`config.mk`:
```
export PLATFORM = sky130hd
export DESIGN_NAME = fir_sym_lpf_flat
export DESIGN_NICKNAME = d
export VERILOG_FILES = /design/src/rtl/fir_sym_lpf_pkg.sv /design/src/rtl/fir_sym_lpf_if.sv /design/src/rtl/fir_tap_line.sv /design/src/rtl/fir_sym_lpf.sv /design/src/flat_wrapper.sv
export SDC_FILE = /design/constraint.sdc
export NUM_CORES = 1
export LEC_CHECK = 0
export ABC_AREA = 0
export CORE_ASPECT_RATIO = 0.8
export CORE_MARGIN = 2
export CORE_UTILIZATION = 43
export DETAILED_ROUTE_END_ITERATION = 7
export PLACE_DENSITY_LB_ADDON = 0.15
export REMOVE_ABC_BUFFERS = 1
export SYNTH_ARGS = -nofsm -noshare
export SYNTH_HDL_FRONTEND = slang
export SYNTH_SLANG_ARGS = --single-unit
```
`constraint.sdc`:
```
create_clock -name clk -period 7.41 [get_ports clk]
set_input_delay 2.223 -clock clk [delete_from_list [all_inputs] [get_ports clk]]
set_output_delay 2.223 -clock clk [all_outputs]
set_load 0.02 [all_outputs]
```
`src/rtl/fir_sym_lpf_pkg.sv`:
```
// Shared sizing helpers and reset coefficient values for the symmetric FIR.
// Width helpers are functions so each instance can size itself from its own parameters.
package fir_pkg;

   localparam int DEF_DATA_W     = 8;
   localparam int DEF_TAPS       = 3;
   localparam int DEF_COEF_W     = 8;
   localparam int DEF_COEF_SHIFT = 6;

   function automatic int ncoef(input int taps);
      return (taps + 1) / 2;
   endfunction

   function automatic int clog2(input int n);
      int r;
      r = 0;
      for (int i = 0; i < 31; i++) begin
         if ((1 << i) < n) r = i + 1;
      end
      return r;
   endfunction

   function automatic int pre_w(input int data_w);
      return data_w + 1;
   endfunction

   function automatic int prod_w(input int data_w, input int coef_w);
      return pre_w(data_w) + coef_w;
   endfunction

   function automatic int sum_w(input int data_w, input int coef_w, input int taps);
      return prod_w(data_w, coef_w) + clog2(ncoef(taps));
   endfunction

   localparam int PRE_W  = pre_w(DEF_DATA_W);
   localparam int PROD_W = prod_w(DEF_DATA_W, DEF_COEF_W);
   localparam int SUM_W  = sum_w(DEF_DATA_W, DEF_COEF_W, DEF_TAPS);

   // Unity weight on the centre tap only: the filter resets to a pure delay.
   function automatic int default_coef(input int k, input int taps, input int shift);
      return (k == ncoef(taps) - 1) ? (1 << shift) : 0;
   endfunction

endpackage

```
`src/rtl/fir_sym_lpf_if.sv`:
```
// Pixel stream, coefficient write port and filtered output of the symmetric FIR.
interface fir_sym_lpf_if #(
   parameter int DATA_W = 8,
   parameter int COEF_W = 8
);
   logic              in_valid;
   logic [DATA_W-1:0] yin;
   logic [DATA_W-1:0] cin;
   logic              coef_we;
   logic [3:0]        coef_addr;
   logic [COEF_W-1:0] coef_data;
   logic              out_valid;
   logic [DATA_W-1:0] yout;
   logic [DATA_W-1:0] cout;

   modport master (
      output in_valid, yin, cin, coef_we, coef_addr, coef_data,
      input  out_valid, yout, cout
   );

   modport slave (
      input  in_valid, yin, cin, coef_we, coef_addr, coef_data,
      output out_valid, yout, cout
   );
endinterface

```
`src/rtl/fir_tap_line.sv`:
```
// Enable-gated shift register with every stage visible; stage 0 is the newest sample.
module fir_tap_line #(
   parameter int WIDTH = 8,
   parameter int DEPTH = 3
) (
   input  logic             clk,
   input  logic             rst,
   input  logic             i_en,
   input  logic [WIDTH-1:0] i_d,
   output logic [WIDTH-1:0] o_taps [DEPTH]
);

   logic [WIDTH-1:0] r_stage [DEPTH];

   always_ff @(posedge clk or posedge rst) begin
      if (rst) begin
         for (int i = 0; i < DEPTH; i++) r_stage[i] <= '0;
      end else if (i_en) begin
         r_stage[0] <= i_d;
         for (int i = 1; i < DEPTH; i++) r_stage[i] <= r_stage[i-1];
      end
   end

   assign o_taps = r_stage;

endmodule

```
`src/rtl/fir_sym_lpf.sv`:
```
// Symmetric odd-length FIR low-pass for luma with loadable coefficients, rounding and
// saturation; chroma rides a matched delay so it stays aligned with the centre luma tap.
module fir_sym_lpf
   import fir_pkg::*;
#(
   parameter int DATA_W     = 8,
   parameter int TAPS       = 3,
   parameter int COEF_W     = 8,
   parameter int COEF_SHIFT = 6
) (
   input logic          clk,
   input logic          rst,
   fir_sym_lpf_if.slave bus
);

   localparam int NCOEF   = ncoef(TAPS);
   localparam int MID     = (TAPS - 1) / 2;
   localparam int PRE_WL  = pre_w(DATA_W);
   localparam int PROD_WL = prod_w(DATA_W, COEF_W);
   localparam int SUM_WL  = sum_w(DATA_W, COEF_W, TAPS);

   localparam logic [SUM_WL:0] RND  = (SUM_WL+1)'(1) << (COEF_SHIFT - 1);
   localparam logic [SUM_WL:0] YMAX = (SUM_WL+1)'((1 << DATA_W) - 1);

   logic [DATA_W-1:0]  w_tap    [TAPS];
   logic [DATA_W-1:0]  w_chroma [MID+1];
   logic [PRE_WL-1:0]  w_pre    [NCOEF];
   logic [PROD_WL-1:0] w_prod   [NCOEF];
   logic [SUM_WL-1:0]  w_sum;
   logic [SUM_WL:0]    w_rnd;
   logic [SUM_WL:0]    w_shift;
   logic [DATA_W-1:0]  w_sat;

   logic [COEF_W-1:0]  r_coef [NCOEF];
   logic [PROD_WL-1:0] r_prod [NCOEF];
   logic [DATA_W-1:0]  r_c1;
   logic               r_v0;
   logic               r_v1;
   logic               r_v2;
   logic [DATA_W-1:0]  r_yout;
   logic [DATA_W-1:0]  r_cout;

   // S0: luma taps and chroma alignment line both advance only on accepted samples.
   fir_tap_line #(
      .WIDTH (DATA_W),
      .DEPTH (TAPS)
   ) u_luma_line (
      .clk    (clk),
      .rst    (rst),
      .i_en   (bus.in_valid),
      .i_d    (bus.yin),
      .o_taps (w_tap)
   );

   fir_tap_line #(
      .WIDTH (DATA_W),
      .DEPTH (MID + 1)
   ) u_chroma_line (
      .clk    (clk),
      .rst    (rst),
      .i_en   (bus.in_valid),
      .i_d    (bus.cin),
      .o_taps (w_chroma)
   );

   // Coefficient bank; addresses at or beyond NCOEF match no entry and are dropped.
   always_ff @(posedge clk or posedge rst) begin
      if (rst) begin
         for (int k = 0; k < NCOEF; k++) r_coef[k] <= COEF_W'(default_coef(k, TAPS, COEF_SHIFT));
      end else if (bus.coef_we) begin
         for (int k = 0; k < NCOEF; k++) begin
            if (bus.coef_addr == 4'(k)) r_coef[k] <= bus.coef_data;
         end
      end
   end

   for (genvar k = 0; k < NCOEF; k++) begin : g_mac
      if (k < MID) begin : g_pair
         assign w_pre[k] = PRE_WL'(w_tap[k]) + PRE_WL'(w_tap[TAPS-1-k]);
      end else begin : g_centre
         assign w_pre[k] = PRE_WL'(w_tap[k]);
      end
      assign w_prod[k] = PROD_WL'(w_pre[k]) * PROD_WL'(r_coef[k]);
   end

   // S1: products of the sample captured on the previous edge.
   always_ff @(posedge clk or posedge rst) begin
      if (rst) begin
         for (int k = 0; k < NCOEF; k++) r_prod[k] <= '0;
         r_c1 <= '0;
      end else if (r_v0) begin
         for (int k = 0; k < NCOEF; k++) r_prod[k] <= w_prod[k];
         r_c1 <= w_chroma[MID];
      end
   end

   always_comb begin
      w_sum = '0;
      for (int k = 0; k < NCOEF; k++) w_sum = w_sum + SUM_WL'(r_prod[k]);
   end

   assign w_rnd   = {1'b0, w_sum} + RND;
   assign w_shift = w_rnd >> COEF_SHIFT;
   assign w_sat   = (w_shift > YMAX) ? '1 : w_shift[DATA_W-1:0];

   // S2: outputs only move with a valid result, so they hold across gaps.
   always_ff @(posedge clk or posedge rst) begin
      if (rst) begin
         r_yout <= '0;
         r_cout <= '0;
      end else if (r_v1) begin
         r_yout <= w_sat;
         r_cout <= r_c1;
      end
   end

   always_ff @(posedge clk or posedge rst) begin
      if (rst) begin
         r_v0 <= 1'b0;
         r_v1 <= 1'b0;
         r_v2 <= 1'b0;
      end else begin
         r_v0 <= bus.in_valid;
         r_v1 <= r_v0;
         r_v2 <= r_v1;
      end
   end

   assign bus.out_valid = r_v2;
   assign bus.yout      = r_yout;
   assign bus.cout      = r_cout;

endmodule

```
`src/flat_wrapper.sv`:
```
// flat-port wrapper written by rule: the top's interface ports become plain ports
module fir_sym_lpf_flat import fir_pkg::*;
#(
   parameter int DATA_W     = 8,
   parameter int TAPS       = 3,
   parameter int COEF_W     = 8,
   parameter int COEF_SHIFT = 6
)
  (clk, rst, bus_in_valid, bus_yin, bus_cin, bus_coef_we, bus_coef_addr, bus_coef_data, bus_out_valid, bus_yout, bus_cout);
  fir_sym_lpf_if #(.DATA_W(DATA_W), .COEF_W(COEF_W)) bus_i ();
  input logic clk;
  input logic rst;
  input wire logic [$bits(bus_i.in_valid)-1:0] bus_in_valid;
  input wire logic [$bits(bus_i.yin)-1:0] bus_yin;
  input wire logic [$bits(bus_i.cin)-1:0] bus_cin;
  input wire logic [$bits(bus_i.coef_we)-1:0] bus_coef_we;
  input wire logic [$bits(bus_i.coef_addr)-1:0] bus_coef_addr;
  input wire logic [$bits(bus_i.coef_data)-1:0] bus_coef_data;
  output wire logic [$bits(bus_i.out_valid)-1:0] bus_out_valid;
  output wire logic [$bits(bus_i.yout)-1:0] bus_yout;
  output wire logic [$bits(bus_i.cout)-1:0] bus_cout;
  assign bus_i.in_valid = bus_in_valid;
  assign bus_i.yin = bus_yin;
  assign bus_i.cin = bus_cin;
  assign bus_i.coef_we = bus_coef_we;
  assign bus_i.coef_addr = bus_coef_addr;
  assign bus_i.coef_data = bus_coef_data;
  assign bus_out_valid = bus_i.out_valid;
  assign bus_yout = bus_i.yout;
  assign bus_cout = bus_i.cout;
  fir_sym_lpf #(.DATA_W(DATA_W), .TAPS(TAPS), .COEF_W(COEF_W), .COEF_SHIFT(COEF_SHIFT)) u_core (.clk(clk), .rst(rst), .bus(bus_i));
endmodule
```
# Word-level counts from Yosys, hierarchy flattened
# Cells that the tools add are included.
# op_classes
add_sub_neg	3
mul	2
n_div	0
order_cmp	1
n_eq_ne	1
n_shift	0
n_mux	1
bitwise	0
reduce_logical	3
# ops
op	count
adder 18 x 6 -> 19 bit (second input constant)	1
adder 17 x 17 -> 18 bit	1
multiplier 9 x 8 -> 17 bit	1
multiplier 8 x 8 -> 16 bit	1
greater-than comparator 13 x 8 -> 1 bit (second input constant)	1
adder 8 x 8 -> 9 bit	1
2-to-1 mux 8 bit	1
== test 4 x 1 -> 1 bit (second input constant)	1
zero test 4 bit	1
AND reduction 2 bit	2
# totals
reg_bits	117
latch_bits	0
ramBits	0
rom_bits	0
input_bits	32
output_inout_bits	17
elab_cells	26
memories	0

# Depth between registers and ports, before layout
# Gate-level depths: netlist of run 1.
# depth
depth_word	4
depth_mapped	26
ltp_nobuf	26

# Cells and area by module
# From an unflattened synthesis of run 1, not the netlist that was laid out.
# hier_totals
cells_unflattened	891
area_unflattened_um2	9699.3
# by_module_without_submodules
module	instances	cells_per_inst	area_each_um2
fir_sym_lpf	1	804	8045.2
fir_tap_line (u_core.u_luma_line)	1	52	1001.0
fir_tap_line (u_core.u_chroma_line)	1	35	653.1

# Least setup slack after synthesis of run 1
# OpenSTA, ideal clock, no wires.
# synth_timing
kind	register -> register
startpoint	register u_core.u_luma_line.r_stage, in the netlist u_core.u_luma_line.o_taps[16]
endpoint	register u_core.r_prod[31] in the netlist's numbering
setup_ns	0.125
arrival_time_ns	5.338
t_required_ns	7.285
path_slack_ns	1.947
stages_incl_launch_ff	26
path_buffers	0
synth_period_minus_slack_ns	5.463
cell_sequence	dfrtp_1 -> ha_1 -> inv_1 -> fa_1 -> nor2b_1 -> o21ai_1 -> a21boi_1 -> o21ai_0 -> nor3b_1 -> nor2_1 -> nand2_1 -> fa_1 -> inv_1 -> fa_1 -> fa_1 -> inv_1 -> fa_1 -> inv_1 -> ha_1 -> nor3_1 -> nor2_1 -> a31oi_1 -> nand2b_1 -> a21oi_1 -> xnor2_1 -> mux2_2
# synth_via
elab_chain_cells	2
# synth_lines
element	line	source
start: declaration	fir_tap_line.sv:13	logic [WIDTH-1:0] r_stage [DEPTH];
adder 8 x 8 -> 9 bit	fir_sym_lpf.sv:79	assign w_pre[k] = PRE_WL'(w_tap[k]) + PRE_WL'(w_tap[TAPS-1-k]);
multiplier 9 x 8 -> 17 bit	fir_sym_lpf.sv:83	assign w_prod[k] = PROD_WL'(w_pre[k]) * PROD_WL'(r_coef[k]);
end: declaration	fir_sym_lpf.sv:35	logic [PROD_WL-1:0] r_prod [NCOEF];
# Every way passes these cells.
# A chain may end at the register's enable or synchronous reset.

# Worst setup path in the final report of run 1
# Ends and elaborated chain as after synthesis.

==> impl_metrics.json, run 1 <==
{
  "synthArstFlopShare": 1.00,
  "required_ps": 7710,
  "yosys_register_bits": 116,
  "wl_um": 19900,
  "muxShareOfSynthArea": 0.104,
  "fin_nets": 1191,
  "hold_viol_final": 0,
  "met1_usage": 0.274,
  "row_count": 49,
  "finalMaxSlewViolations": 0,
  "dr.pass1.iters": 4,
  "synth-compound-area-share": 0.0882,
  "grt.busiest_layer": "met2",
  "grt_pass1_wl_um": 35100,
  "crit_buf_inv": 4,
  "synth_top_area_frac": 0.294,
  "start_util": 0.436,
  "tns_ps": 0,
  "portBuffers": 48,
  "avgRoutedWirePerCell_um": 15.4,
  "synth-main-ff-cell": "dfrtp_1",
  "drc": 0,
  "final_cell_mix": "inv_1 (122), dfrtp_1 (114), ha_1 (111)",
  "slowest_delay_ps": 550,
  "track_usage": 0.183,
  "grt_pass1_vias": 6806,
  "grt_max_degree": 78,
  "crit_top_cell": "fa_1",
  "overflow": 0,
  "yosys.cell_types.count": 61,
  "clockRootBuffer": "clkbuf_16",
  "critPathSlowestCell": "fa_1",
  "synth_xor_area_frac": 0.0250,
  "arrival_ps": 6350,
  "fillers": 2099,
  "place_area_sq_um": 10500,
  "max_freq_ghz": 0.165,
  "yosysSeqAreaShare": 0.297,
  "worstMarginPinSlew_ps": 988,
  "slew_headroom": 0.341,
  "crit_path_start_kind": "flop",
  "area_growth_pct": 13.8,
  "gp_congestion": 0.808,
  "holdCritPathClass": "reg2reg",
  "synth-simple-area-share": 0.123,
  "path_class": "reg2reg",
  "final_area_sq_um": 11100,
  "rsz0062_at_grt": "no",
  "fin_skew_ps": 12.9,
  "maxCapViolCount": 0,
  "numCtsBuffers": 17,
  "met2_usage": 0.277,
  "crit_start": "u_core.u_luma_line.o_taps[16]",
  "clock_sinks": 116,
  "io_pins": 49,
  "synth-adder-area-share": 0.303,
  "hpwl_um": 15200,
  "die_area_sq_um": 24000,
  "die_w_um": 173,
  "core_area_sq_um": 22400,
  "synthCells": 930,
  "cts_max_level": 4,
  "synth-edff-count": 0,
  "syn_area_per_cell_sq_um": 10.5,
  "cp_top_family": "adder cells",
  "cts_resized": 0,
  "yosysWarningCount": 0,
  "antenna_found_initial": 0,
  "clockBufferDepth": 2,
  "path_max_fanout": 8,
  "netlist_area_sq_um": 9790,
  "synthTopCellsByArea": "dfrtp_1 (29%), fa_1 (16%), ha_1 (14%), mux2_2 (10%), inv_1 (4.7%)",
  "synth_top_family_by_area": "adder cells",
  "setup_viol": 0,
  "via_per_inst": 5.05,
  "status": "finished clean",
  "insertion_delay_ps": 430,
  "synth_top_area_cell": "dfrtp_1",
  "ant_nets": 0,
  "use_met3": 0.0318,
  "final.period_utilization": 0.817,
  "r2r_start": "u_core.u_luma_line.o_taps[16]",
  "crit_path_end_kind": "flop",
  "die_h_um": 139,
  "clk_pin_slew_ps": 60,
  "finalCriticalPeriod_ps": 6050,
  "min_from": "u_core.bus.yout[0]",
  "final_common_cell": "inv_1",
  "postLayoutCoreUtil": 0.497,
  "drt_iter0_drc": 319,
  "holdBufCountCts": 0,
  "final_layout_size_suffix_gt1_frac": 0.144,
  "tritoncts": "done",
  "cts_setup_buffers": 0,
  "vias": 6508,
  "antenna-diode-count": 0
}
worst paths after layout:
| kind | to | slack (ps) | cells past startpoint |
|---|---|---|---|
| setup / recovery | u_core.r_prod[31] | 1360 | 25 |
| hold / removal | u_core.bus.yout[0] | 490 | 1 |
| setup reg to reg | u_core.r_prod[31] | 1360 | 25 |
| hold reg to reg | u_core.bus.yout[0] | 490 | 1 |
| max in group asynchronous | u_core.r_coef[9] | 3980 | 3 |
| min in group asynchronous | u_core.u_chroma_line.o_taps[14] | 2350 | 2 |
synthesized netlist by cell type (all sizes together), types with 10 or more instances:
cell type	n
mux2	90
fa	79
dfrtp	115
nand2	76
ha	111
nor2	29
o21ai	25
nor3	11
nor2b	10
xnor2	22
nand3	15
and2	69
inv	123
a21oi	26
a21boi	12
clkbuf	23
stage by stage:
step	hold slack, ps	instances	worst slack (ps)
after floorplan	458	901	1950
after global placement	487	1256	1530
after detailed placement	487	1256	1400
after CTS	501	1288	1370
after global routing	520	1288	885
final	495	1288	1360
sequential cells by signal (all words and copies together) (netlist names):
name / flops
u_core.bus.yout: 8
u_core.bus.out_valid: 1
u_core.r_coef: 16
u_core.u_luma_line.o_taps: 24
u_core.bus.cout: 8
u_core.r_c1: 8
u_core.u_chroma_line.o_taps: 16
u_core.r_prod: 33
u_core.r_v0: 1
u_core.r_v1: 1
kinds of logic after synthesis:
logic type | count (synthesis)
muxes | 90
DFF | 116
AOI/OAI and AO/OA | 118
and+or+nand+nor | 235
buffers and inverters | 153
xor gates and xnor gates | 28
adders and majority gates | 190
routing by layer:
layer	up-vias	wire (um)
li1	3181	-
met1	3247	10600
met2	70	8460
met3	10	646
met4	0	194
met5	-	0
final cells by class:
| class | count | area (sq um) | area share |
|---|---|---|---|
| Clock buffer | 18 | 429 | 0.0385 |
| Clock inverter | 14 | 176 | 0.0158 |
| Inverter | 124 | 468 | 0.0420 |
| Multi-Input combinational cell | 661 | 6300 | 0.565 |
| Sequential cell | 116 | 2910 | 0.261 |
| Tap cell | 306 | 383 | 0.0344 |
| Timing Repair Buffer | 49 | 483 | 0.0433 |
Power of run 1 is left out: the tool's default activity adds up to more than one toggle a clock period on the data nets, which glitch-free logic cannot reach.
==> run 2: changes to the inputs <==
==> constraint.sdc (replaced) <==
create_clock -name clk -period 5.8 [get_ports clk]
set_input_delay 1.74 -clock clk [delete_from_list [all_inputs] [get_ports clk]]
set_output_delay 1.74 -clock clk [all_outputs]
set_load 0.02 [all_outputs]
==> run 2 against run 1 <==
Cell count increased by 1.2%; via count increased by 1.9%; count of clock-buffer cells in the layout unchanged; clock skew about the same; critical endpoint is now u_core.r_prod[29].
==> impl_metrics.json, run 2 (synthesis gave the netlist of run 1 again) <==
{
  "fin_nets": 1206,
  "vias": 6629,
  "fin_skew_ps": 12.6,
  "critPathSlowestCell": "fa_1",
  "io_pins": 49,
  "final_area_sq_um": 11500,
  "holdCritPathClass": "reg2reg",
  "cts_max_level": 4,
  "rr_worst_depth": 24,
  "final_cell_mix": "inv_1 (120), dfrtp_1 (114), ha_1 (106)",
  "clk_pin_slew_ps": 60,
  "grt_pass1_vias": 6878,
  "overflow": 0,
  "via_per_inst": 5.09,
  "wl_um": 20300,
  "drc": 0,
  "hold_viol_final": 0,
  "slew_headroom": 0.345,
  "tritoncts": "done",
  "arrival_ps": 5790,
  "finalMaxSlewViolations": 0,
  "portBuffers": 48,
  "place_area_sq_um": 10600,
  "r2r_slack_ps": 260,
  "numCtsBuffers": 17,
  "start_util": 0.436,
  "multi_input_area_sq_um": 6490,
  "final_common_cell": "inv_1",
  "ant_nets": 0,
  "min_from": "u_core.bus.yout[6]",
  "avgRoutedWirePerCell_um": 15.6,
  "die_w_um": 173,
  "final_layout_size_suffix_gt1_frac": 0.185,
  "antenna_found_initial": 0,
  "dr.pass1.iters": 4,
  "die_h_um": 139,
  "row_count": 49,
  "path_max_fanout": 6,
  "r2r_start": "u_core.u_luma_line.o_taps[16]",
  "top_register": "u_core.r_prod",
  "clockRootBuffer": "clkbuf_16",
  "worstMarginPinSlew_ps": 983,
  "setup_viol": 0,
  "crit_path_end_kind": "flop",
  "core_area_sq_um": 22400,
  "finalCriticalPeriod_ps": 5540,
  "crit_path_start_kind": "flop",
  "grt_max_degree": 78,
  "hold_depth": 1,
  "area_growth_pct": 17.6,
  "antenna-diode-count": 0,
  "hold_path_end": "u_core.bus.yout[6]",
  "gp_congestion": 0.790,
  "largest_reg_flops": 33,
  "stdcell_count": 1303,
  "final.period_utilization": 0.955,
  "track_usage": 0.183,
  "maxCapViolCount": 0,
  "fillers": 2077,
  "clockBufferDepth": 2,
  "cp_cell_sequence": "ha_2 > inv_1 > fa_2 > nor2b_1 > o21ai_1 > a21boi_2 > o21ai_1 > a21boi_1 > nor2_1 > buf_4 > and2_1 > fa_1 > inv_1 > fa_1 > fa_1 > fa_1 > inv_1 > ha_4 > nor3_4 > o2111ai_4 > a31o_2 > a211o_1 > nand3_1 > o21ai_0",
  "insertion_delay_ps": 420,
  "rr_endpoint": "u_core.r_prod[29]",
  "place_inst": 1262,
  "crit_top_cell": "fa_1",
  "holdBufCountCts": 0,
  "slowest_delay_ps": 540,
  "drt_iter0_drc": 286,
  "clock_sinks": 116,
  "hpwl_um": 15300,
  "status": "finished clean",
  "grt_pass1_wl_um": 35200,
  "path_class": "reg2reg",
  "die_area_sq_um": 24000,
  "max_freq_ghz": 0.181,
  "required_ps": 6050,
  "seqCellArea_sq_um": 2910
}
[run 2: cell count changes in the layout (fill, tap and decap cells not counted), moves of 3 or more]
cell / previous run / this run
a21boi_2: 1 / 4
ha_1: 111 / 106
buf_4: 1 / 15
ha_4: 0 / 4
a21oi_1: 24 / 21
[run 2: what timing repair did]
| action | in CTS | in global routing |
|---|---|---|
| gates cloned | 0 | 0 |
| resized for setup | 3 | 34 |
| buffers inserted | 2 | 7 |
| endpoints found under the setup margin | 2 | 6 |
| pin swaps | 4 | 25 |
[run 2: how the worst max path moves through the flow]
stage,startpoint,endpoint,cells after the start
CTS,u_core.u_luma_line.o_taps[16],u_core.r_prod[31],25
floorplan,u_core.u_luma_line.o_taps[16],u_core.r_prod[31],25
finish,u_core.u_luma_line.o_taps[16],u_core.r_prod[29],24
detailed placement,u_core.u_luma_line.o_taps[16],u_core.r_prod[31],25
global placement,u_core.u_luma_line.o_taps[16],u_core.r_prod[31],25
global route,u_core.u_luma_line.o_taps[16],u_core.r_prod[31],26
[run 2: cell type report]
class,instances,area share
well taps,306,0.0332
flip-flops and latches,116,0.252
repair buffers,64,0.0528
multi-input cells,661,0.564
clock inverters,14,0.0193
inverters,124,0.0406
clock buffers,18,0.0381
[run 2: metrics by stage]
stage / hold slack, ps / worst slack (ps) / setup TNS, ps / utilization
3_3_place_gp: 487 / 52.4 / 0 / 0.472
6_report: 499 / 263 / 0 / 0.513
3_5_place_dp: 489 / -59.3 / -89.5 / 0.472
4_1_cts: 503 / 0.625 / 0 / 0.503
5_1_grt: 519 / -26.1 / -36.8 / 0.513
2_1_floorplan: 458 / 336 / 0 / -
[run 2: critical path: cells and delay by family, from the launching register on]
family / cells / cell delay, ps
flops: 1 / 350
fa+ha+maj: 7 / 2680
simple gates: 5 / 570
compound gates: 8 / 1440
buf+inv: 4 / 320
[run 2: routing by layer]
metal  global-route usage  share of wire  vias up
li1                     -              -     3218
met1                0.268           0.52     3323
met2                0.284           0.44       74
met3               0.0318          0.038       14
met4               0.0410         0.0091        0
met5                    0              0        -
Power of run 2 is left out for the same reason.
